<file path="src/rtl/fpnew_opgroup_result_arbiter_if.sv">
// fpnew_opgroup_result_arbiter_if: opgroup input bundle and registered result stream of the result arbiter
interface fpnew_opgroup_result_arbiter_if #(
  parameter int NumOpGroups = 4,
  parameter int Width = 32,
  parameter type TagType = logic
);
  logic [NumOpGroups-1:0][Width-1:0] inp_result_i;
  logic [NumOpGroups-1:0][4:0] inp_status_i;
  logic [NumOpGroups-1:0] inp_ext_bit_i;
  TagType inp_tag_i [NumOpGroups];
  logic [NumOpGroups-1:0] inp_valid_i;
  logic [NumOpGroups-1:0] inp_ready_o;
  logic [Width-1:0] result_o;
  logic [4:0] status_o;
  logic extension_bit_o;
  TagType tag_o;
  logic out_valid_o;
  logic out_ready_i;
  modport master (
    output inp_result_i, inp_status_i, inp_ext_bit_i, inp_tag_i, inp_valid_i, out_ready_i,
    input inp_ready_o, result_o, status_o, extension_bit_o, tag_o, out_valid_o
  );
  modport slave (
    input inp_result_i, inp_status_i, inp_ext_bit_i, inp_tag_i, inp_valid_i, out_ready_i,
    output inp_ready_o, result_o, status_o, extension_bit_o, tag_o, out_valid_o
  );
endinterface

</file>
<file path="src/rtl/fpnew_opgroup_result_arbiter.sv">
// fpnew_opgroup_result_arbiter: round-robin opgroup result arbiter into one registered slot; sticky fflags when FPNEW_RESULT_STICKY_FLAGS_EN is defined
module fpnew_opgroup_result_arbiter #(
  parameter int NumOpGroups = 4,
  parameter int Width = 32,
  parameter type TagType = logic
) (
  input  logic clk_i,
  input  logic rst_ni,
  input  logic flush_i,
  input  logic fflags_clr_i,
  output logic [4:0] fflags_o,
  output logic busy_o,
  fpnew_opgroup_result_arbiter_if.slave bus
);
  localparam int PtrW = $clog2(NumOpGroups);
  logic [PtrW-1:0] ptr_q, ptr_d, gnt, idx;
  logic found, free, xfer, out_valid_q, ext_q;
  logic [Width-1:0] result_q;
  logic [4:0] status_q;
  TagType tag_q;
  assign free = !out_valid_q | bus.out_ready_i;
  always_comb begin
    found = 1'b0;
    gnt = ptr_q;
    idx = '0;
    for (int i = NumOpGroups - 1; i >= 0; i--) begin
      idx = PtrW'((int'(ptr_q) + i) % NumOpGroups);
      if (bus.inp_valid_i[idx]) begin
        found = 1'b1;
        gnt = idx;
      end
    end
  end
  assign xfer = found & free & !flush_i;
  assign ptr_d = (int'(gnt) == NumOpGroups - 1) ? '0 : gnt + 1'b1;
  assign bus.inp_ready_o = xfer ? NumOpGroups'(1) << gnt : '0;
  always_ff @(posedge clk_i or negedge rst_ni) begin
    if (!rst_ni) begin
      out_valid_q <= 1'b0;
      result_q <= '0;
      status_q <= '0;
      ext_q <= 1'b0;
      tag_q <= '0;
      ptr_q <= '0;
    end else begin
      out_valid_q <= flush_i ? 1'b0 : free ? xfer : out_valid_q;
      if (xfer) begin
        result_q <= bus.inp_result_i[gnt];
        status_q <= bus.inp_status_i[gnt];
        ext_q <= bus.inp_ext_bit_i[gnt];
        tag_q <= bus.inp_tag_i[gnt];
        ptr_q <= ptr_d;
      end
    end
  end
  assign bus.out_valid_o = out_valid_q;
  assign bus.result_o = result_q;
  assign bus.status_o = status_q;
  assign bus.extension_bit_o = ext_q;
  assign bus.tag_o = tag_q;
  assign busy_o = out_valid_q | (|bus.inp_valid_i);
`ifdef FPNEW_RESULT_STICKY_FLAGS_EN
  logic [4:0] fflags_q;
  always_ff @(posedge clk_i or negedge rst_ni) begin
    if (!rst_ni) fflags_q <= '0;
    else fflags_q <= (fflags_clr_i ? 5'b0 : fflags_q) | (out_valid_q & bus.out_ready_i ? status_q : 5'b0);
  end
  assign fflags_o = fflags_q;
`else
  logic unused_fflags_clr;
  assign unused_fflags_clr = fflags_clr_i;
  assign fflags_o = '0;
`endif
endmodule
</file>
<file path="src/flat_wrapper.sv">
// flat-port wrapper written by rule: the top's interface ports become plain ports
module fpnew_opgroup_result_arbiter_flat 
#(
  parameter int NumOpGroups = 4,
  parameter int Width = 32,
  parameter type TagType = logic
)
  (clk_i, rst_ni, flush_i, fflags_clr_i, fflags_o, busy_o, bus_inp_result_i, bus_inp_status_i, bus_inp_ext_bit_i, bus_inp_tag_i, bus_inp_valid_i, bus_out_ready_i, bus_inp_ready_o, bus_result_o, bus_status_o, bus_extension_bit_o, bus_tag_o, bus_out_valid_o);
  fpnew_opgroup_result_arbiter_if #(.NumOpGroups(NumOpGroups), .Width(Width), .TagType(TagType)) bus_i ();
  input  logic clk_i;
  input  logic rst_ni;
  input  logic flush_i;
  input  logic fflags_clr_i;
  output logic [4:0] fflags_o;
  output logic busy_o;
  input wire logic [$bits(bus_i.inp_result_i)-1:0] bus_inp_result_i;
  input wire logic [$bits(bus_i.inp_status_i)-1:0] bus_inp_status_i;
  input wire logic [$bits(bus_i.inp_ext_bit_i)-1:0] bus_inp_ext_bit_i;
  input wire logic [$bits(bus_i.inp_tag_i)-1:0] bus_inp_tag_i;
  input wire logic [$bits(bus_i.inp_valid_i)-1:0] bus_inp_valid_i;
  input wire logic [$bits(bus_i.out_ready_i)-1:0] bus_out_ready_i;
  output wire logic [$bits(bus_i.inp_ready_o)-1:0] bus_inp_ready_o;
  output wire logic [$bits(bus_i.result_o)-1:0] bus_result_o;
  output wire logic [$bits(bus_i.status_o)-1:0] bus_status_o;
  output wire logic [$bits(bus_i.extension_bit_o)-1:0] bus_extension_bit_o;
  output wire logic [$bits(bus_i.tag_o)-1:0] bus_tag_o;
  output wire logic [$bits(bus_i.out_valid_o)-1:0] bus_out_valid_o;
  assign bus_i.inp_result_i = bus_inp_result_i;
  assign bus_i.inp_status_i = bus_inp_status_i;
  assign bus_i.inp_ext_bit_i = bus_inp_ext_bit_i;
  assign bus_i.inp_tag_i = {>>{bus_inp_tag_i}};
  assign bus_i.inp_valid_i = bus_inp_valid_i;
  assign bus_i.out_ready_i = bus_out_ready_i;
  assign bus_inp_ready_o = bus_i.inp_ready_o;
  assign bus_result_o = bus_i.result_o;
  assign bus_status_o = bus_i.status_o;
  assign bus_extension_bit_o = bus_i.extension_bit_o;
  assign bus_tag_o = bus_i.tag_o;
  assign bus_out_valid_o = bus_i.out_valid_o;
  fpnew_opgroup_result_arbiter #(.NumOpGroups(NumOpGroups), .Width(Width), .TagType(TagType)) u_core (.clk_i(clk_i), .rst_ni(rst_ni), .flush_i(flush_i), .fflags_clr_i(fflags_clr_i), .fflags_o(fflags_o), .busy_o(busy_o), .bus(bus_i));
endmodule
</file>
<file path="config.mk">
export PLATFORM = sky130hd
export DESIGN_NAME = fpnew_opgroup_result_arbiter_flat
export DESIGN_NICKNAME = d
export VERILOG_FILES = /design/src/rtl/fpnew_opgroup_result_arbiter_if.sv /design/src/rtl/fpnew_opgroup_result_arbiter.sv /design/src/flat_wrapper.sv
export SDC_FILE = /design/constraint.sdc
export NUM_CORES = 1
export LEC_CHECK = 0
export BUFFER_PORTS_ARGS = -buffer_cell sky130_fd_sc_hd__clkbuf_2
export CORE_MARGIN = 4
export CORE_UTILIZATION = 39
export CTS_BUF_LIST = sky130_fd_sc_hd__clkbuf_16
export DETAILED_ROUTE_END_ITERATION = 7
export PLACE_DENSITY = 0.75
export SETUP_SLACK_MARGIN = 0.15
export SLEW_MARGIN = 30
export SYNTH_ARGS = -nofsm -noshare
export SYNTH_HDL_FRONTEND = slang
export SYNTH_SLANG_ARGS = --single-unit
</file>
<file path="constraint.sdc">
create_clock -name clk_i -period 7.5 [get_ports clk_i]
set_clock_uncertainty 0.2 [all_clocks]
set_input_delay 1.875 -clock clk_i [delete_from_list [all_inputs] [get_ports clk_i]]
set_output_delay 1.875 -clock clk_i [all_outputs]
set_load 0.01 [all_outputs]
</file>
==> results of run 1 <==
==> cells in the mapped netlist (all sizes together) (5+ instances only) <==
library cell  count
dfrtp            42
nand2            41
and2             36
a31oi            35
mux2i            35
o211ai           35
buf              32
o21ai             6
a21oi             5
nor2b             5
nor3              5
o22a              5
==> cells in the final DEF (no fill, tap or decap), types with 2 or more instances in the layout <==
cell	n
nor2_1	2
conb_1	5
o211ai_1	6
o22a_1	5
o31ai_1	4
o21ai_4	2
nand2_1	41
mux2i_1	35
buf_4	5
clkbuf_2	207
o21ai_1	2
nand2b_1	3
nor2b_1	5
o21a_1	2
dfrtp_1	42
a21oi_1	5
o211ai_2	29
a31oi_1	35
clkbuf_16	5
and2_1	36
clkinv_2	2
a221o_1	4
and2b_1	2
nor3_1	4
nand4_1	4
==> layer usage <==
metal	GRT usage [%]	share of wire [%]	vias up
li1	-	-	1557
met1	24.2	38	1458
met2	37.5	53	139
met3	4.74	7.4	13
met4	5.88	1.5	0
met5	0	0	-
==> kinds of logic (layout without fill, tap and decap cells) <==
logic type / count (synthesis) / after routing / synth area share (%)
flip-flops: 42 / 42 / 32.9
other: 1 / 5 / 0.117
XOR/XNOR: 1 / 1 / 0.274
AND/OR/NAND/NOR: 108 / 108 / 18.5
multiplexers: 35 / 35 / 11.0
buffers and inverters: 37 / 221 / 9.52
AO/OA/AOI/OAI: 100 / 100 / 27.7
==> worst min-delay path by stage <==
stage | startpoint | to | slack (ns) | cells past startpoint
2_1_floorplan | u_core.ptr_q[0] | u_core.ptr_q[0] | 0.32 | 2
3_3_place_gp | u_core.bus.result_o[21] | u_core.bus.result_o[21] | 0.30 | 1
3_5_place_dp | u_core.bus.result_o[21] | u_core.bus.result_o[21] | 0.30 | 1
4_1_cts | u_core.bus.result_o[21] | u_core.bus.result_o[21] | 0.32 | 1
5_1_grt | u_core.bus.result_o[14] | u_core.bus.result_o[14] | 0.34 | 1
6_report | u_core.bus.result_o[21] | u_core.bus.result_o[21] | 0.31 | 1
==> power groups by stage <==
stage	Combinational, mW	Clock, mW	Sequential [mW]
floorplan	0.422	0	0.409
global placement	0.629	0	0.374
detailed placement	0.645	0	0.378
CTS	0.646	0.210	0.377
global route	0.692	0.219	0.393
finish	0.638	0.204	0.377
==> cell type report <==
type	count	area share [%]
clock buffers	5	2.93
clock inverters	2	0.234
inverters	1	0.0879
multi-input cells	249	43.8
flip-flops and latches	42	24.6
well taps	102	2.99
repair buffers	213	25.3
==> state kept, by name, summed over array words and instances (netlist names) <==
register and count:
u_core.bus.extension_bit_o 1, u_core.bus.result_o 32, u_core.bus.tag_o 1, u_core.ptr_q 2, u_core.bus.out_valid_o 1, u_core.bus.status_o 5
==> out/results.txt, run 1 <==
status = finished, final reports clean
Worst setup EP type = output pin
CTS tree = done
DR WL/cell = 16.7 µm
CP Launch Type = primary input
VDD IR-drop max = 0.112 mV
Fmax = 0.174 GHz
WL final = 10300 µm
Post-CTS Resized = 0
Post-Place Setup Slack = 1.71 ns
reg2reg end = u_core.bus.result_o[16]
GRT Total Usage = 20.7%
DRC violations left = 0
via density per instance = 5.16
overall power = 1.22 mW
CP startpoint = bus_inp_valid_i[3]
die area = 9700 µm²
Switching Share = 39.8%
antenna violations before repair = 0
dpl cell area = 4130 µm²
Root Buffer = clkbuf_16
Placer Congestion = 0.791
initial detailed-routing violation count = 79
grt total ovfl = 0
Final Max Tran Viols = 0
n_diodes = 0
worst r2r src = u_core.ptr_q[1]
ANT nets after route = 0
crit-path max cell delay = 0.56 ns
leading area contributor after synthesis = dfrtp_1
CTS clk-pin slew, worst paths = 0.06 ns
layout cells sized above 1 = 50.8%
Sw Pwr = 0.485 mW
final worst setup slack = 1.74 ns
EDFF count, synth = 0
vias = 3167
Setup CP Type = primary input to output pin
Mapped Area = 3190 µm²
Chip Height = 98.5 µm
Die W = 98.5 µm
Buf+Inv Stages, Crit Path = 3
pin count of the biggest net entering global routing = 43
H-tree depth = 2
sequential area share after synthesis = 32.9%
leakage = 2.24 nW
reg2reg path depth = 5
critical path depth in cells = 7
area share of the largest cell type after synthesis = 32.9%
Async S/R FF share, synth = 100%
placed cell count = 607
mean post-synth cell area = 9.86 µm²
Slew @ Worst Pin = 0.697 ns
Sequential Area = 1050 µm²
Synth area leaders = dfrtp_1 33%, o211ai_2 11%, mux2i_1 11%
Design Area, Final = 4270 µm²
max_slew headroom = 53.6%
NumNets Final = 677
RSZ-0062 raised after global routing = false
IO Count = 215
CP most frequent cell = clkbuf_2
Max FO, Critical Path = 17
ys flop type = dfrtp_1
min cycle time layout = 5.76 ns
# hold bufs at CTS = 0
crit-path cells = clkbuf_2, inv_1, and3_1, o41ai_4, nand2b_2, nor2b_1, clkbuf_2
Critical Path Sink = bus_inp_ready_o[0]
Int Pwr = 0.734 mW
max cap viols = 0
core area = 7850 µm²
CP Data Arrival Time = 3.69 ns
first-pass GRT wire length = 16400 µm
combinational share of power = 52.3%
Bufs on Longest Clock Path = 2
synthesis-stage register bit count = 42
Setup Fix Bufs, Post-CTS = 0
# fillers = 759
Worst R2R Setup Slack = 4.78 ns
clock share of power = 16.7%
Synth Instances = 324
kind of cell adding the most delay to the critical path = simple AND/OR/NAND/NOR gates
slowest CP cell = nand2b_2
DRT Pass-1 Iters = 4
PD cells = 286 nW/µm²
Setup TNS = 0 ns
Setup-failing EPs final = 0
final core occ = 54.4%
Netlist cell types = 44
Finished Layout Cells = 614
Final Cycle Share = 76.8%
P&R area growth vs syn = 33.7%
final hold vios = 0
share of power burned in registers = 31.0%
Port Buffers = 208
starting density of the core = 40.7%
Final HPWL DP = 7840 µm
Ys Warns = 0
Clock Latency Late Sink = 0.27 ns
Hold WS = 0.311 ns
total CTS buffers = 5
FP Rows = 32
CTS Sinks = 42
CP required = 5.43 ns
type of the worst min-delay path = flop to flop
Multi-input gate area = 1870 µm²
vias in the first global route = 3299
No activity file was read; power rests on OpenSTA's default activity.
==> run 2: changes to the inputs <==
ABC_AREA = 1   (was default)
PLACE_DENSITY = 0.77   (was 0.75)
clock period = 4.65 ns   (was 7.5 ns; I/O delays follow)
==> run 2 against run 1 <==
Against the previous run:
- critical path depth increased by 4
- utilization increased by 0.18 points
- global-route usage decreased by 0.60 points
- clock power increased by 54%
- flip-flop and latch count unchanged
- final area increased by 6.1%
- critical endpoint is now bus_inp_ready_o[3]
- worst setup slack got worse by 1.3 ns
- combinational power increased to 3.2 times the previous value
- synthesized cell count increased by 62%
- area after synthesis increased by 5.0%
- via count increased by 27%
- largest cell class unchanged
==> out/results.txt, run 2 <==
Final Cycle Share = 90.1%
first-pass GRT wire length = 16900 µm
Async S/R FF share, synth = 100%
total CTS buffers = 5
vias = 4007
Bufs on Longest Clock Path = 2
GRT Max-Usage Layer = met2
mean post-synth cell area = 6.40 µm²
vias in the first global route = 3980
top cells by count, synth = 201 x nand2_1, 126 x nand3_1, 49 x or2_2, 42 x dfrtp_1, 17 x inv_1
# hold bufs at CTS = 0
Placer Congestion = 0.900
VDD IR-drop max = 0.298 mV
DRT Pass-1 Iters = 4
IO Count = 215
synthesis-stage register bit count = 42
grt total ovfl = 0
most common cell after layout, fill and taps aside = clkbuf_2
FP Rows = 33
Setup TNS = 0 ns
final hold vios = 0
CP required = 3.29 ns
PD cells = 662 nW/µm²
RSZ-0062 raised after global routing = false
DRC violations left = 0
Port Buffers = 208
NumNets Final = 879
n_diodes = 0
Mapped Area = 3350 µm²
Synth area leaders = dfrtp_1 31%, nand2_1 23%, nand3_1 19%
Fmax = 0.239 GHz
CTS Sinks = 42
Post-CTS Resized = 0
max reg flops = 32
# fillers = 832
core area = 8300 µm²
Post-Place Setup Slack = 0.493 ns
layout cells sized above 1 = 39.7%
Ys Warns = 0
most frequent cell after synthesis = nand2_1
routing usage on met3 = 3.60%
Clock Latency Late Sink = 0.27 ns
max_slew headroom = 59.5%
leakage = 2.66 nW
met1 Resource Use GR = 23.1%
final worst setup slack = 0.462 ns
GRT Total Usage = 20.0%
DR WL/cell = 12.7 µm
CP Launch Type = primary input
EDFF count, synth = 0
Max FO, Critical Path = 47
most frequent cells in the layout = 207 x clkbuf_2, 201 x nand2_1, 126 x nand3_1, 49 x or2_2, 42 x dfrtp_1
type of the worst min-delay path = flop to flop
CTS clk-pin slew, worst paths = 0.05 ns
leading area contributor after synthesis = dfrtp_1
max cap viols = 0
area share of the largest cell type after synthesis = 31.4%
starting density of the core = 40.4%
Final HPWL DP = 8180 µm
ANT nets after route = 0
Setup Fix Bufs, Post-CTS = 0
initial detailed-routing violation count = 124
Die W = 101 µm
Chip Height = 101 µm
via density per instance = 4.89
CTS tree = done
Slew @ Worst Pin = 0.608 ns
P&R area growth vs syn = 35.1%
Final Max Tran Viols = 0
pin count of the biggest net entering global routing = 75
CP Data Arrival Time = 2.83 ns
sequential area share after synthesis = 31.4%
Worst setup EP type = output pin
die area = 10100 µm²
H-tree depth = 2
ys flop type = dfrtp_1
status = finished, final reports clean
antenna violations before repair = 0
Netlist cell types = 27
Synth Instances = 524
min cycle time layout = 4.19 ns
Setup-failing EPs final = 0
WL final = 10400 µm
Setup CP Type = primary input to output pin
Root Buffer = clkbuf_16
met2 Usage GRT = 37.5%
run 2: changes by cell type after synthesis, moves of 35 or more:
cell | before | now
nand2_1 | 41 | 201
nand3_1 | 1 | 126
or2_2 | 0 | 49
and2_1 | 36 | 0
a31oi_1 | 35 | 0
mux2i_1 | 35 | 0
run 2: critical path, cell delays in order:
cell	delay (ns)
clkbuf_2	0.09
inv_1	0.14
nand2_1	0.12
nand3_1	0.13
nand2_1	0.09
nor2_4	0.13
nand2_2	0.10
nand2_2	0.13
nand2_4	0.25
nor3_1	0.31
clkbuf_2	0.18
run 2: stage by stage:
step | area [µm²] | hold slack [ns] | total power [mW] | util [%] | cells
4_1_cts | 4530 | 0.283 | 3.03 | 54.6 | 820
6_report | 4530 | 0.287 | 3.00 | 54.6 | 820
2_1_floorplan | 3370 | 0.315 | 2.24 | - | 528
3_5_place_dp | 4390 | 0.268 | 2.70 | 52.9 | 812
3_3_place_gp | 4390 | 0.265 | 2.64 | 52.9 | 812
5_1_grt | 4530 | 0.301 | 3.33 | 54.6 | 820
run 2: final timing paths:
| path | from | end | slack [ns] | cells past startpoint |
|---|---|---|---|---|
| max in group asynchronous | rst_ni | u_core.bus.out_valid_o | 3.16 | 1 |
| min in group asynchronous | rst_ni | u_core.bus.result_o[6] | 0.71 | 1 |
| setup / recovery | bus_inp_valid_i[3] | bus_inp_ready_o[3] | 0.46 | 11 |
| hold reg to reg | u_core.bus.result_o[17] | u_core.bus.result_o[17] | 0.29 | 2 |
| hold / removal | u_core.bus.result_o[17] | u_core.bus.result_o[17] | 0.29 | 2 |
| setup reg to reg | u_core.ptr_q[0] | u_core.bus.result_o[3] | 1.57 | 12 |
run 2: final cells by class:
class	count	area (µm²)	share of cell area, %
Multi-Input combinational cell	430	2040	45.0
Timing Repair Buffer	215	1100	24.2
Sequential cell	42	1050	23.2
Tap cell	105	131	2.90
Clock buffer	5	125	2.76
Inverter	20	75.1	1.66
Clock inverter	3	11.3	0.249
run 2: logic make-up (layout without fill, tap and decap cells):
kind of cell | after synthesis | count (layout) | share of synthesized area, %
AND/OR/NAND/NOR | 419 | 419 | 58.6
other | 1 | 5 | 0.112
buffers and inverters | 56 | 243 | 8.77
flip-flops | 42 | 42 | 31.4
AO/OA/AOI/OAI | 6 | 6 | 1.12
run 2: layer usage:
metal  vias up  wire length, µm  part of all wire, %
met2       165             5260                   50
met1      1795             4180                   40
met3        14              840                  8.0
met5         -                0                    0
li1       2033                -                    -
met4         0              167                  1.6
run 2: report_power, final:
group,switching [mW],total (mW),internal (mW)
clock network,0.123,0.315,0.193
logic,1.25,2.02,0.769
registers,0.120,0.661,0.541
total,1.50,3.00,1.50
